**config.mk**
```make
export PLATFORM = sky130hd
export DESIGN_NAME = uart_tx_fifo
export DESIGN_NICKNAME = d
export VERILOG_FILES = /design/src/rtl/uart_tx_fifo.sv
export SDC_FILE = /design/constraint.sdc
export NUM_CORES = 1
export LEC_CHECK = 0
export CAP_MARGIN = 20
export CORE_UTILIZATION = 30
export DETAILED_ROUTE_END_ITERATION = 8
export GPL_TIMING_DRIVEN = 1
export PLACE_DENSITY = 0.54
export SLEW_MARGIN = 20
export SYNTH_ARGS = -nofsm -noshare
export SYNTH_HDL_FRONTEND = slang
export SYNTH_SLANG_ARGS = --single-unit
```
**constraint.sdc**
```tcl
create_clock -name clk -period 5.6 [get_ports clk]
set_input_delay 0.56 -clock clk [delete_from_list [all_inputs] [get_ports clk]]
set_output_delay 0.56 -clock clk [all_outputs]
set_load 0.005 [all_outputs]
```
**src/rtl/uart_tx_fifo.sv**
```systemverilog
// Byte FIFO that queues host writes and launches them one at a time into a UART
// transmitter, waiting for tx_done between launches.
module uart_tx_fifo #(
   parameter int unsigned DEPTH  = 16,
   parameter int unsigned ADDR_W = $clog2(DEPTH)
) (
   input  logic              clk,
   input  logic              reset_n,
   input  logic              wr_en,
   input  logic [7:0]        wr_data,
   input  logic              flush,
   output logic              full,
   output logic              empty,
   output logic [ADDR_W:0]   count,
   output logic              overflow,
   output logic              tx_start,
   output logic [7:0]        tx_data,
   input  logic              tx_active,
   input  logic              tx_done
);

   typedef enum logic [0:0] {StIdle, StWaitDone} state_e;

   localparam logic [ADDR_W-1:0] PtrOne   = ADDR_W'(1);
   localparam logic [ADDR_W:0]   CntOne   = (ADDR_W+1)'(1);
   localparam logic [ADDR_W:0]   CntDepth = (ADDR_W+1)'(DEPTH);

   state_e              state_q, state_d;
   logic [ADDR_W-1:0]   wr_ptr_q, wr_ptr_d;
   logic [ADDR_W-1:0]   rd_ptr_q, rd_ptr_d;
   logic [ADDR_W:0]     count_q, count_d;
   logic                full_q, full_d;
   logic                empty_q, empty_d;
   logic                overflow_q, overflow_d;
   logic                tx_start_q, tx_start_d;
   logic [7:0]          tx_data_q, tx_data_d;
   logic [7:0]          mem_q [DEPTH];

   logic push;
   logic pop;

   // full is the registered flag, so a write when full is dropped even if a pop
   // frees a slot on the same edge.
   assign push = wr_en & ~full_q & ~flush;
   assign pop  = (state_q == StIdle) & ~empty_q & ~tx_active & ~flush;

   always_comb begin
      state_d    = state_q;
      wr_ptr_d   = wr_ptr_q;
      rd_ptr_d   = rd_ptr_q;
      count_d    = count_q;
      tx_start_d = 1'b0;
      tx_data_d  = tx_data_q;
      overflow_d = wr_en & full_q & ~flush;

      unique case (state_q)
         StIdle: begin
            if (pop) begin
               tx_start_d = 1'b1;
               tx_data_d  = mem_q[rd_ptr_q];
               state_d    = StWaitDone;
            end
         end
         StWaitDone: begin
            if (tx_done) begin
               state_d = StIdle;
            end
         end
         default: state_d = StIdle;
      endcase

      if (flush) begin
         wr_ptr_d = '0;
         rd_ptr_d = '0;
         count_d  = '0;
      end else begin
         if (push) begin
            wr_ptr_d = wr_ptr_q + PtrOne;
         end
         if (pop) begin
            rd_ptr_d = rd_ptr_q + PtrOne;
         end
         unique case ({push, pop})
            2'b10:   count_d = count_q + CntOne;
            2'b01:   count_d = count_q - CntOne;
            default: count_d = count_q;
         endcase
      end

      full_d  = (count_d == CntDepth);
      empty_d = (count_d == '0);
   end

   always_ff @(posedge clk or negedge reset_n) begin
      if (!reset_n) begin
         state_q    <= StIdle;
         wr_ptr_q   <= '0;
         rd_ptr_q   <= '0;
         count_q    <= '0;
         full_q     <= 1'b0;
         empty_q    <= 1'b1;
         overflow_q <= 1'b0;
         tx_start_q <= 1'b0;
         tx_data_q  <= 8'h00;
      end else begin
         state_q    <= state_d;
         wr_ptr_q   <= wr_ptr_d;
         rd_ptr_q   <= rd_ptr_d;
         count_q    <= count_d;
         full_q     <= full_d;
         empty_q    <= empty_d;
         overflow_q <= overflow_d;
         tx_start_q <= tx_start_d;
         tx_data_q  <= tx_data_d;
      end
   end

   // Storage is deliberately left unreset.
   always_ff @(posedge clk) begin
      if (push) begin
         mem_q[wr_ptr_q] <= wr_data;
      end
   end

   assign full     = full_q;
   assign empty    = empty_q;
   assign count    = count_q;
   assign overflow = overflow_q;
   assign tx_start = tx_start_q;
   assign tx_data  = tx_data_q;

endmodule

```
== After elaboration in Yosys (flattened, before gate mapping) ==
Memories as Yosys holds them, arrays and structs flattened. A register that Yosys moved wholly into a read port is not among the register bits.
Cells that the tools add are included.
W data, S select, Z words.
Operators by class
  reduce and logical (&&, ||, !) cells: 5
  multiplexer cells: 12
  bitwise operators: 12
  add/sub/neg operators: 4
  equal/unequal tests: 3
Operators by type and width (number)
  $mux W4: 4
  $pmux W5 S2: 1
  $add A4 B1 Y4 const B: 2
  $and A1 B1 Y1: 7
  $add A5 B1 Y5 const B: 1
  $eq A5 B5 Y1 const B: 1
  $logic_not A5 Y1: 1
  $mux W1: 5
  $mux W5: 1
  $not A1 Y1: 5
  $sub A5 B1 Y5 const B: 1
  $reduce_bool A2 Y1: 2
  $eq A2 B1 Y1 const B: 1
  $eq A2 B2 Y1 const B: 1
  $pmux W1 S2: 1
  $reduce_and A2 Y1: 1
  $logic_not A1 Y1: 1
Word-level totals
  memory bits (writable): 128
  input port bits: 14
  flip-flop bits (word level): 18
  memories: 1
Memories
  mem_q: words 16, bits a word 8, read ports 1, clocked after Yosys merged registers in 1, wr ports 1, line 37  | logic [7:0] mem_q [DEPTH];

== Longest topological paths before layout ==
Gate-level depths: netlist of the first run.
  depth in word-level cells: 8
  depth in mapped cells: 12
  depth with buffers taken out: 11

== Worst setup path before layout of the first run ==
Ideal clock, no wire load.
  path type: in2reg
  from: input tx_active
  to: register full_q, in the netlist full
  data required time: 5.495 ns
  path slack: 2.921 ns
  stages: 12
  buffers on the path: 1
  library setup time: 0.105 ns
  arrival: 2.574 ns
  cell sequence: nor3_2 -> nand2b_1 -> inv_2 -> ha_1 -> clkbuf_1 -> xor2_1 -> ha_1 -> a21oi_1 -> mux2i_1 -> xor2_1 -> nand2_1 -> nor4b_1
Between the ends
  cells in the longest elaborated chain, start to end: 7
Ends and longest elaborated chain
  start: declaration: line 18  | input logic tx_active,
  $not A1 Y1 (*): line 45  | assign pop = (state_q == StIdle) & ~empty_q & ~tx_active & ~flush;
  $and A1 B1 Y1 (*) (2 in a row): line 45
  $eq A2 B1 Y1 / $eq A2 B2 Y1 (equally long branches): line 83  | unique case ({push, pop})
  $pmux W5 S2 (*): line 83
  $mux W5 (*): line 72  | if (flush) begin
  $eq A5 B5 Y1 (*): line 90  | full_d = (count_d == CntDepth);
  net full_d: line 32  | logic full_q, full_d;
  end signal: assignment: line 110  | full_q <= full_d;
  end: declaration: line 32
The timed path passes the listed nets; every way through them passes the cells marked *.
A chain may end at the register's enable or synchronous reset.

== Worst setup path in the final report of the first run ==
  from: input flush
  to: register full_q, in the netlist full
Between the ends
  cells in the longest elaborated chain, start to end: 6
Ends and longest elaborated chain
  start: declaration: line 11  | input logic flush,
  $not A1 Y1: line 44, 45
  $and A1 B1 Y1, on equally long branches: line 45, 44
  $eq A2 B1 Y1 / $eq A2 B2 Y1 (equally long branches): line 83
  $pmux W5 S2: line 83
  $mux W5 (*): line 72
  $eq A5 B5 Y1 (*): line 90
  net full_d: line 32
Marks and branches as above.

==> results of run 1 <==
==> cell type report <==
cell class,instances,area (µm²),area share
clock buffers,17,425,0.0561
repair buffers,37,360,0.0475
well taps,275,344,0.0453
flip-flops and latches,154,4500,0.593
multi-input cells,200,1770,0.233
clock inverters,15,173,0.0228
inverters,5,18.8,0.00247
==> Yosys cell counts (9+ instances only) <==
cell,n
mux2i_1,19
clkbuf_1,10
edfxtp_1,128
nor2_1,19
o21ai_0,10
nand2_1,9
and2_1,12
dfrtp_1,25
a21oi_1,12
nor3_1,13
mux2_2,24
==> path summary, 6_finish.rpt <==
check	from	end	slack [ps]	cells past startpoint
hold reg to reg	tx_data[7]	tx_data[7]	550	1
hold / removal	reset_n	count[2]	520	2
max in group asynchronous	reset_n	empty	4780	2
setup reg to reg	state_q	full	2550	11
setup / recovery	flush	full	2390	12
min in group clk	tx_data[7]	tx_data[7]	550	1
==> metrics by stage <==
stage	utilization	instances	hold slack [ps]
floorplan	-	381	264
global placement	0.333	670	544
detailed placement	0.333	670	544
CTS	0.361	702	514
global route	0.362	703	552
finish	0.362	703	521
==> metal layers <==
| layer | vias to the layer above | share of wire | wire length (µm) | global-route usage |
|---|---|---|---|---|
| li1 | 1544 | - | - | - |
| met5 | - | 0 | 0 | 0 |
| met3 | 15 | 0.025 | 327 | 0.0270 |
| met4 | 0 | 0.015 | 192 | 0.0479 |
| met1 | 1748 | 0.46 | 6050 | 0.164 |
| met2 | 44 | 0.50 | 6650 | 0.216 |
==> cells by family (layout without fill, tap and decap cells) <==
logic type,Yosys count,after routing,synth area share
AOI/OAI and AO/OA,51,51,0.0535
xor gates and xnor gates,11,11,0.0150
adders and majority gates,8,8,0.0156
buffers and inverters,27,74,0.0242
DFF,154,154,0.701
muxes,59,59,0.133
and+or+nand+nor,71,71,0.0574
==> power by group through the flow <==
| stage | Combinational (mW) | Sequential [mW] | Clock [mW] |
|---|---|---|---|
| global route | 0.268 | 1.35 | 1.22 |
| CTS | 0.250 | 1.34 | 1.18 |
| global placement | 0.244 | 1.36 | 0 |
| floorplan | 0.146 | 1.33 | 0 |
| finish | 0.246 | 1.34 | 1.16 |
| detailed placement | 0.247 | 1.37 | 0 |
==> sequential cells by signal, indices dropped and copies added, names as in the netlist <==
register  flops
empty         1
state_q       1
tx_start      1
mem_q       128
rd_ptr_q      4
wr_ptr_q      4
full          1
count         5
overflow      1
tx_data       8
==> impl_metrics.py, run 1 <==
metrics = {
    "run_status": {
        "status": "finished, final reports clean",
    },
    "clocking": {
        "h-tree-depth": 4,
        "clkLatencyLatePin_ps": 420,
        "cts_buffer_depth": 2,
        "clk_pin_slew_ps": 60,
        "cts-buffers-inserted": 17,
        "postCtsHoldBufs": 0,
        "cts.sinks": 154,
        "post_cts_resized": 0,
        "cts_tree": "yes",
        "cts-root-buf": "clkbuf_16",
        "post_cts.repair.setup_buffers": 0,
    },
    "placement": {
        "dpl_cell_area_um2": 6970,
        "io_buffers": 30,
        "dp_slack_ps": 1920,
        "dp_hpwl_um": 8180,
        "finalWeightedCongestion": 0.750,
    },
    "power_and_ir_drop": {
        "peakVddDrop_uv": 309,
        "power.leakage_nw": 2.54,
        "power_density_nw_per_um2": 362,
        "pwr-share-comb": 0.090,
        "pwr-share-clk": 0.422,
        "p_int_mw": 2.14,
        "seqPwrFrac": 0.488,
        "power.total_mw": 2.74,
        "p_sw_mw": 0.608,
        "sw_frac_of_total": 0.222,
    },
    "sta": {
        "fmax_mhz": 312,
        "tightestPinTransition_ps": 1060,
        "min_period_ps": 3210,
        "slew_viol_final": 0,
        "slew_headroom": 0.291,
        "totalNegativeSetupSlack_ps": 0,
        "clock_skew_ps": 8.54,
        "finalHoldViolCount": 0,
        "rsz0062_at_grt": "false",
        "setup_ws_ps": 2390,
        "post-route-period-util": 0.573,
        "setup_violations": 0,
    },
    "routing": {
        "avgRoutedWirePerCell_um": 18.8,
        "routed_wl_um": 13200,
        "vias": 3351,
        "drtIter0Drc": 135,
        "dr.pass1.iters": 4,
        "ant_nets": 0,
        "viasPerCell": 4.77,
        "drt_drc_violations_left": 0,
    },
    "worst_setup_path": {
        "startpoint_type": "primary input",
        "path_cells": "clkdlybuf4s50_1 -> buf_4 -> nand2b_1 -> inv_2 -> ha_1 -> xor2_1 -> ha_1 -> a21oi_1 -> mux2i_1 -> xor2_1 -> nand2_1 -> nor4b_1",
        "critPathTopFamily": "simple AND/OR/NAND/NOR gates",
        "crit_required_ps": 5910,
        "worstSetupPathType": "in -> reg",
        "crit_slowest_cell": "nand2b_1",
        "worstPathMaxFanout": 24,
        "arrival_ps": 3520,
        "cp-end-kind": "flop",
        "cpPeakStageDelay_ps": 460,
        "cp_num_buf_inv": 3,
    },
    "cells_and_area": {
        "diodes": 0,
        "final_common_cell": "edfxtp_1",
        "syn_to_final_growth_pct": 18.4,
        "layout_common_cells": "128 x edfxtp_1, 30 x clkdlybuf4s50_1, 24 x mux2_2, 24 x dfrtp_1",
        "fillers": 2031,
        "final_area_um2": 7590,
        "final_nets": 437,
        "drive_gt1_frac": 0.175,
    },
    "global_route": {
        "grt_use_total": 0.129,
        "gr-total-overflow": 0,
        "antenna_found_initial": 0,
        "grt_max_degree": 44,
        "grt_pass1_vias": 3531,
        "grt_pass1_wl_um": 20600,
    },
    "min_path": {
        "hp-class": "in -> async",
    },
    "run": {
        "max_cap_violations": 0,
    },
    "logic_synthesis": {
        "synth.avg_cell_area_um2": 16.8,
        "synth_fp_nets": 403,
        "synth_flop_cell": "edfxtp_1",
        "postSynthCellCount": 381,
        "synth_edf_count": 128,
        "synthTopCellsByArea": "edfxtp_1 60%, dfrtp_1 9.8%, mux2_2 4.2%",
        "synthArstFlopShare": 0.169,
        "ys_seq_area_frac": 0.701,
        "ys_seq_elements": 154,
        "synth-warning-count": 0,
        "synth.distinct_cells": 42,
        "synth_area_um2": 6410,
        "synth_top_area_cell": "edfxtp_1",
        "synth_top_area_frac": 0.600,
    },
    "floorplanning": {
        "start_util": 0.306,
        "die_y_um": 148,
        "ios": 31,
        "coreArea_um2": 21000,
        "die_width_um": 148,
        "die_area_um2": 21900,
        "rows": 53,
    },
}
(Power assumes the default switching activity.)
==> run 2: changes to the inputs <==
--- a/config.mk
+++ b/config.mk
@@ -9,7 +9,7 @@
 export CORE_UTILIZATION = 30
 export DETAILED_ROUTE_END_ITERATION = 8
 export GPL_TIMING_DRIVEN = 1
-export PLACE_DENSITY = 0.54
+export PLACE_DENSITY = 0.56
 export SLEW_MARGIN = 20
 export SYNTH_ARGS = -nofsm -noshare
 export SYNTH_HDL_FRONTEND = slang
==> constraint.sdc (replaced) <==
create_clock -name clk -period 2.9 [get_ports clk]
set_input_delay 0.29 -clock clk [delete_from_list [all_inputs] [get_ports clk]]
set_output_delay 0.29 -clock clk [all_outputs]
set_load 0.005 [all_outputs]
==> impl_metrics.py, run 2 (synthesis results as in run 1) <==
metrics = {
    "sta": {
        "finalHoldViolCount": 0,
        "slew_viol_final": 0,
        "clock_skew_ps": 5.04,
        "slew_headroom": 0.301,
        "tightestPinTransition_ps": 1050,
        "post-route-period-util": 0.867,
        "setup_violations": 0,
        "min_period_ps": 2520,
        "fmax_mhz": 398,
        "rsz0062_at_grt": "false",
        "totalNegativeSetupSlack_ps": 0,
    },
    "clocking": {
        "post_cts_resized": 0,
        "h-tree-depth": 4,
        "cts_tree": "yes",
        "cts-buffers-inserted": 17,
        "post_cts.repair.setup_buffers": 0,
        "postCtsHoldBufs": 0,
        "cts-root-buf": "clkbuf_16",
        "clk_pin_slew_ps": 60,
        "cts.sinks": 154,
        "cts_buffer_depth": 2,
        "clkLatencyLatePin_ps": 420,
    },
    "cells_and_area": {
        "max_flop_register": "mem_q",
        "diodes": 0,
        "final_common_cell": "edfxtp_1",
        "final_nets": 444,
        "largest_reg_flops": 128,
        "syn_to_final_growth_pct": 19.3,
        "layout_common_cells": "128 x edfxtp_1, 30 x clkdlybuf4s50_1, 24 x mux2_2, 24 x dfrtp_1",
        "drive_gt1_frac": 0.189,
    },
    "placement": {
        "finalWeightedCongestion": 0.773,
        "io_buffers": 30,
        "dp_hpwl_um": 8060,
    },
    "power_and_ir_drop": {
        "p_sw_mw": 1.21,
        "pwr-share-comb": 0.094,
        "seqPwrFrac": 0.478,
        "power.total_mw": 5.36,
        "sw_frac_of_total": 0.225,
        "power.leakage_nw": 2.57,
        "power_density_nw_per_um2": 701,
        "p_int_mw": 4.15,
        "pwr-share-clk": 0.428,
        "peakVddDrop_uv": 420,
    },
    "routing": {
        "drtIter0Drc": 234,
        "viasPerCell": 4.72,
        "drt_drc_violations_left": 0,
        "ant_nets": 0,
        "routed_wl_um": 12800,
        "avgRoutedWirePerCell_um": 18.1,
        "dr.pass1.iters": 4,
        "vias": 3351,
    },
    "floorplanning": {
        "ios": 31,
        "die_y_um": 148,
        "rows": 53,
        "start_util": 0.306,
        "die_area_um2": 21900,
        "die_width_um": 148,
        "coreArea_um2": 21000,
    },
    "global_route": {
        "gr-total-overflow": 0,
        "met1_usage": 0.155,
        "grt_use_total": 0.125,
        "grt_util_met3": 0.0267,
        "grt_busiest_layer": "met2",
        "antenna_found_initial": 0,
        "grt_pass1_vias": 3508,
        "grt_util_met2": 0.209,
        "grt_pass1_wl_um": 19800,
        "grt_max_degree": 44,
    },
    "worst_setup_path": {
        "r2r_end": "full",
        "arrival_ps": 2820,
        "ff2ff_path_depth": 11,
        "worstSetupPathType": "reg -> reg",
        "r2r_slack_ps": 380,
        "worstPathMaxFanout": 3,
        "crit_required_ps": 3210,
        "setup.worst_path.start": "empty",
        "startpoint_type": "flop",
        "reg2reg_from": "empty",
        "cp-end-kind": "flop",
    },
    "min_path": {
        "hp-class": "in -> async",
    },
    "run_status": {
        "status": "finished, final reports clean",
    },
    "run": {
        "max_cap_violations": 0,
    },
}
-- run 2: cell count changes in the layout (fill, tap and decap cells not counted), sizes merged --
cell,before,now
inv,9,11
clkinvlp,0,2
buf,7,14
clkbuf,17,18
clkinv,8,3
-- run 2: worst max-delay path by stage --
stage	end	slack [ps]	cells after the start
floorplan	full	350	12
global placement	full	210	11
detailed placement	full	110	11
CTS	full	400	11
global route	full	260	11
finish	full	380	11
-- run 2: power groups by stage --
| stage | registers [mW] | logic (mW) | clock network (mW) |
|---|---|---|---|
| after floorplan | 2.57 | 0.282 | 0 |
| after global placement | 2.61 | 0.503 | 0 |
| after detailed placement | 2.61 | 0.509 | 0 |
| after CTS | 2.56 | 0.513 | 2.33 |
| after global routing | 2.57 | 0.545 | 2.42 |
| final | 2.56 | 0.505 | 2.29 |
-- run 2: per-stage QoR --
stage	hold WS, ps	instance area (µm²)	instances	utilization	worst slack, ps
4_1_cts	246	7640	710	0.365	398
2_1_floorplan	-5.59	6410	381	-	347
5_1_grt	262	7640	710	0.365	261
3_3_place_gp	505	7030	678	0.335	209
6_report	242	7640	710	0.365	385
3_5_place_dp	510	7030	678	0.335	106
-- run 2: area by class of cell --
type | instances | area, µm²
multi-input combinational | 200 | 1760
fill | 1998 | 13300
clock inverter | 14 | 186
inverter | 5 | 18.8
tap | 275 | 344
sequential | 154 | 4500
timing repair buffer | 44 | 405
clock buffer | 18 | 429
-- run 2: per-layer routing --
metal / vias up / wire length [µm]
met5: - / 0
met4: 0 / 223
met3: 15 / 238
met2: 31 / 6480
met1: 1737 / 5910
li1: 1568 / -
-- run 2: worst max-delay path, stage by stage, from the launching register on --
cell and delay [ps]:
dfstp_2 550, nor3_2 50, nand2b_1 100, inv_2 60
ha_1 220, xor2_1 180, ha_1 240, a21oi_1 150
mux2i_1 230, xor2_1 250, nand2_1 80, nor4b_1 270
==> run 3: changes to the inputs <==
--- a/config.mk
+++ b/config.mk
@@ -7,8 +7,9 @@
 export LEC_CHECK = 0
 export CAP_MARGIN = 20
 export CORE_UTILIZATION = 30
+export CTS_CLUSTER_DIAMETER = 150
 export DETAILED_ROUTE_END_ITERATION = 8
-export GPL_TIMING_DRIVEN = 1
+export GPL_TIMING_DRIVEN = 0
 export PLACE_DENSITY = 0.56
 export SLEW_MARGIN = 20
 export SYNTH_ARGS = -nofsm -noshare
==> impl_metrics.py, run 3 (synthesis results as in run 1) <==
metrics = {
    "worst_setup_path": {
        "reg2reg_from": "full",
        "cp_num_buf_inv": 2,
        "arrival_ps": 2980,
        "cpPeakStageDelay_ps": 620,
        "worstSetupPathType": "in -> reg",
        "crit_required_ps": 3210,
        "worst-path-stages": 11,
        "r2r_end": "full",
        "r2r_slack_ps": 280,
        "critPathTopFamily": "buffers and inverters",
        "worst_path_most_repeated_cell": "xor2_1",
        "cp-end-kind": "flop",
        "path_cells": "clkdlybuf4s50_1 -> buf_2 -> nand2b_1 -> ha_2 -> xor2_1 -> ha_1 -> a21oi_1 -> mux2i_1 -> xor2_1 -> nand2_1 -> nor4b_1",
        "startpoint_type": "primary input",
        "crit_slowest_cell": "clkdlybuf4s50_1",
        "worstPathMaxFanout": 10,
        "ff2ff_path_depth": 10,
    },
    "placement": {
        "dp_slack_ps": -486,
        "io_buffers": 30,
        "dp_hpwl_um": 8840,
        "dpl_cell_area_um2": 7080,
        "finalWeightedCongestion": 0.768,
        "dp_cells": 689,
    },
    "clocking": {
        "cts-buffers-inserted": 17,
        "cts_tree": "yes",
        "h-tree-depth": 4,
        "cts.sinks": 154,
        "clk_pin_slew_ps": 60,
        "cts-root-buf": "clkbuf_16",
        "cts_buffer_depth": 2,
        "clkLatencyLatePin_ps": 420,
    },
    "cells_and_area": {
        "final_util": 0.367,
        "final_cells": 722,
        "drive_gt1_frac": 0.186,
        "final_common_cell": "edfxtp_1",
        "diodes": 0,
        "layout_common_cells": "128 x edfxtp_1, 29 x clkdlybuf4s50_1, 25 x dfrtp_1, 24 x mux2_2",
        "final_nets": 456,
        "max_flop_register": "mem_q",
        "final_area_um2": 7700,
        "syn_to_final_growth_pct": 20.1,
        "largest_reg_flops": 128,
    },
    "floorplanning": {
        "die_y_um": 148,
        "rows": 53,
        "die_width_um": 148,
        "start_util": 0.306,
        "ios": 31,
        "coreArea_um2": 21000,
        "die_area_um2": 21900,
    },
    "sta": {
        "tightestPinTransition_ps": 723,
        "slew_headroom": 0.516,
        "rsz0062_at_grt": "false",
        "setup_violations": 0,
        "setup_ws_ps": 232,
        "clock_skew_ps": 7.36,
        "min_period_ps": 2670,
        "totalNegativeSetupSlack_ps": 0,
        "post-route-period-util": 0.920,
        "holdWs_ps": 426,
        "fmax_mhz": 375,
        "finalHoldViolCount": 0,
        "slew_viol_final": 0,
    },
    "global_route": {
        "grt_pass1_vias": 3531,
        "antenna_found_initial": 0,
        "grt_pass1_wl_um": 20900,
        "gr-total-overflow": 0,
        "grt_use_total": 0.133,
        "grt_max_degree": 27,
    },
    "routing": {
        "met3_length_um": 633,
        "vias": 3429,
        "wl_met1_um": 5750,
        "top_layer": "met4",
        "dr.pass1.iters": 4,
        "routed_wl_um": 13400,
        "avgRoutedWirePerCell_um": 18.5,
        "viasPerCell": 4.75,
        "route.met2.wl_um": 6650,
        "drt_drc_violations_left": 0,
        "ant_nets": 0,
        "drtIter0Drc": 183,
    },
    "power_and_ir_drop": {
        "power.total_mw": 5.31,
        "p_sw_mw": 1.16,
        "power_density_nw_per_um2": 689,
        "sw_frac_of_total": 0.219,
        "power.leakage_nw": 2.60,
        "p_int_mw": 4.15,
        "pwr-share-comb": 0.101,
        "pwr-share-clk": 0.418,
        "seqPwrFrac": 0.480,
        "peakVddDrop_uv": 487,
    },
    "run": {
        "max_cap_violations": 0,
    },
    "run_status": {
        "status": "finished, final reports clean",
    },
    "min_path": {
        "hp-class": "in -> async",
    },
}
## run 3: changes by cell type in the layout (fill, tap and decap cells not counted), sizes merged
cell	before	now
inv	11	7
dlygate4sd1	0	1
clkbuf	18	30
dlygate4sd3	0	1
clkdlybuf4s50	30	29
buf	14	17
clkinvlp	2	1
clkinv	3	4
## run 3: per-layer routing
layer / global-route usage / vias to the layer above
met2: 0.215 / 83
li1: - / 1584
met3: 0.0316 / 21
met1: 0.166 / 1741
met5: 0 / -
met4: 0.0655 / 0
## run 3: area by class of cell
type / instances / area [µm²]
Multi-Input combinational cell: 200 / 1790
Timing Repair Buffer: 35 / 333
Buffer: 21 / 134
Clock inverter: 10 / 143
Fill cell: 2010 / 13300
Clock buffer: 22 / 444
Inverter: 5 / 18.8
Tap cell: 275 / 344
Sequential cell: 154 / 4500
## run 3: worst max path at each step
stage / startpoint / end / slack (ps)
floorplan: state_q / full / 350
global placement: flush / full / -530
detailed placement: flush / full / -490
CTS: state_q / full / 20
global route: flush / full / 20
finish: flush / full / 230
## run 3: repair_timing
action / in CTS / in global routing
endpoints found under the hold margin: 25 / 0
setup buffers: 0 / 1
setup endpoints to repair: 1 / 3
cloned: 0 / 0
hold buffers: 1 / 0
pin swaps: 0 / 1
resized for setup: 3 / 2
## run 3: power by group through the flow
stage | Clock, mW | Combinational [mW] | Sequential [mW]
global route | 2.33 | 0.583 | 2.56
global placement | 0 | 0.529 | 2.59
CTS | 2.26 | 0.544 | 2.55
floorplan | 0 | 0.282 | 2.57
detailed placement | 0 | 0.541 | 2.59
finish | 2.22 | 0.538 | 2.55
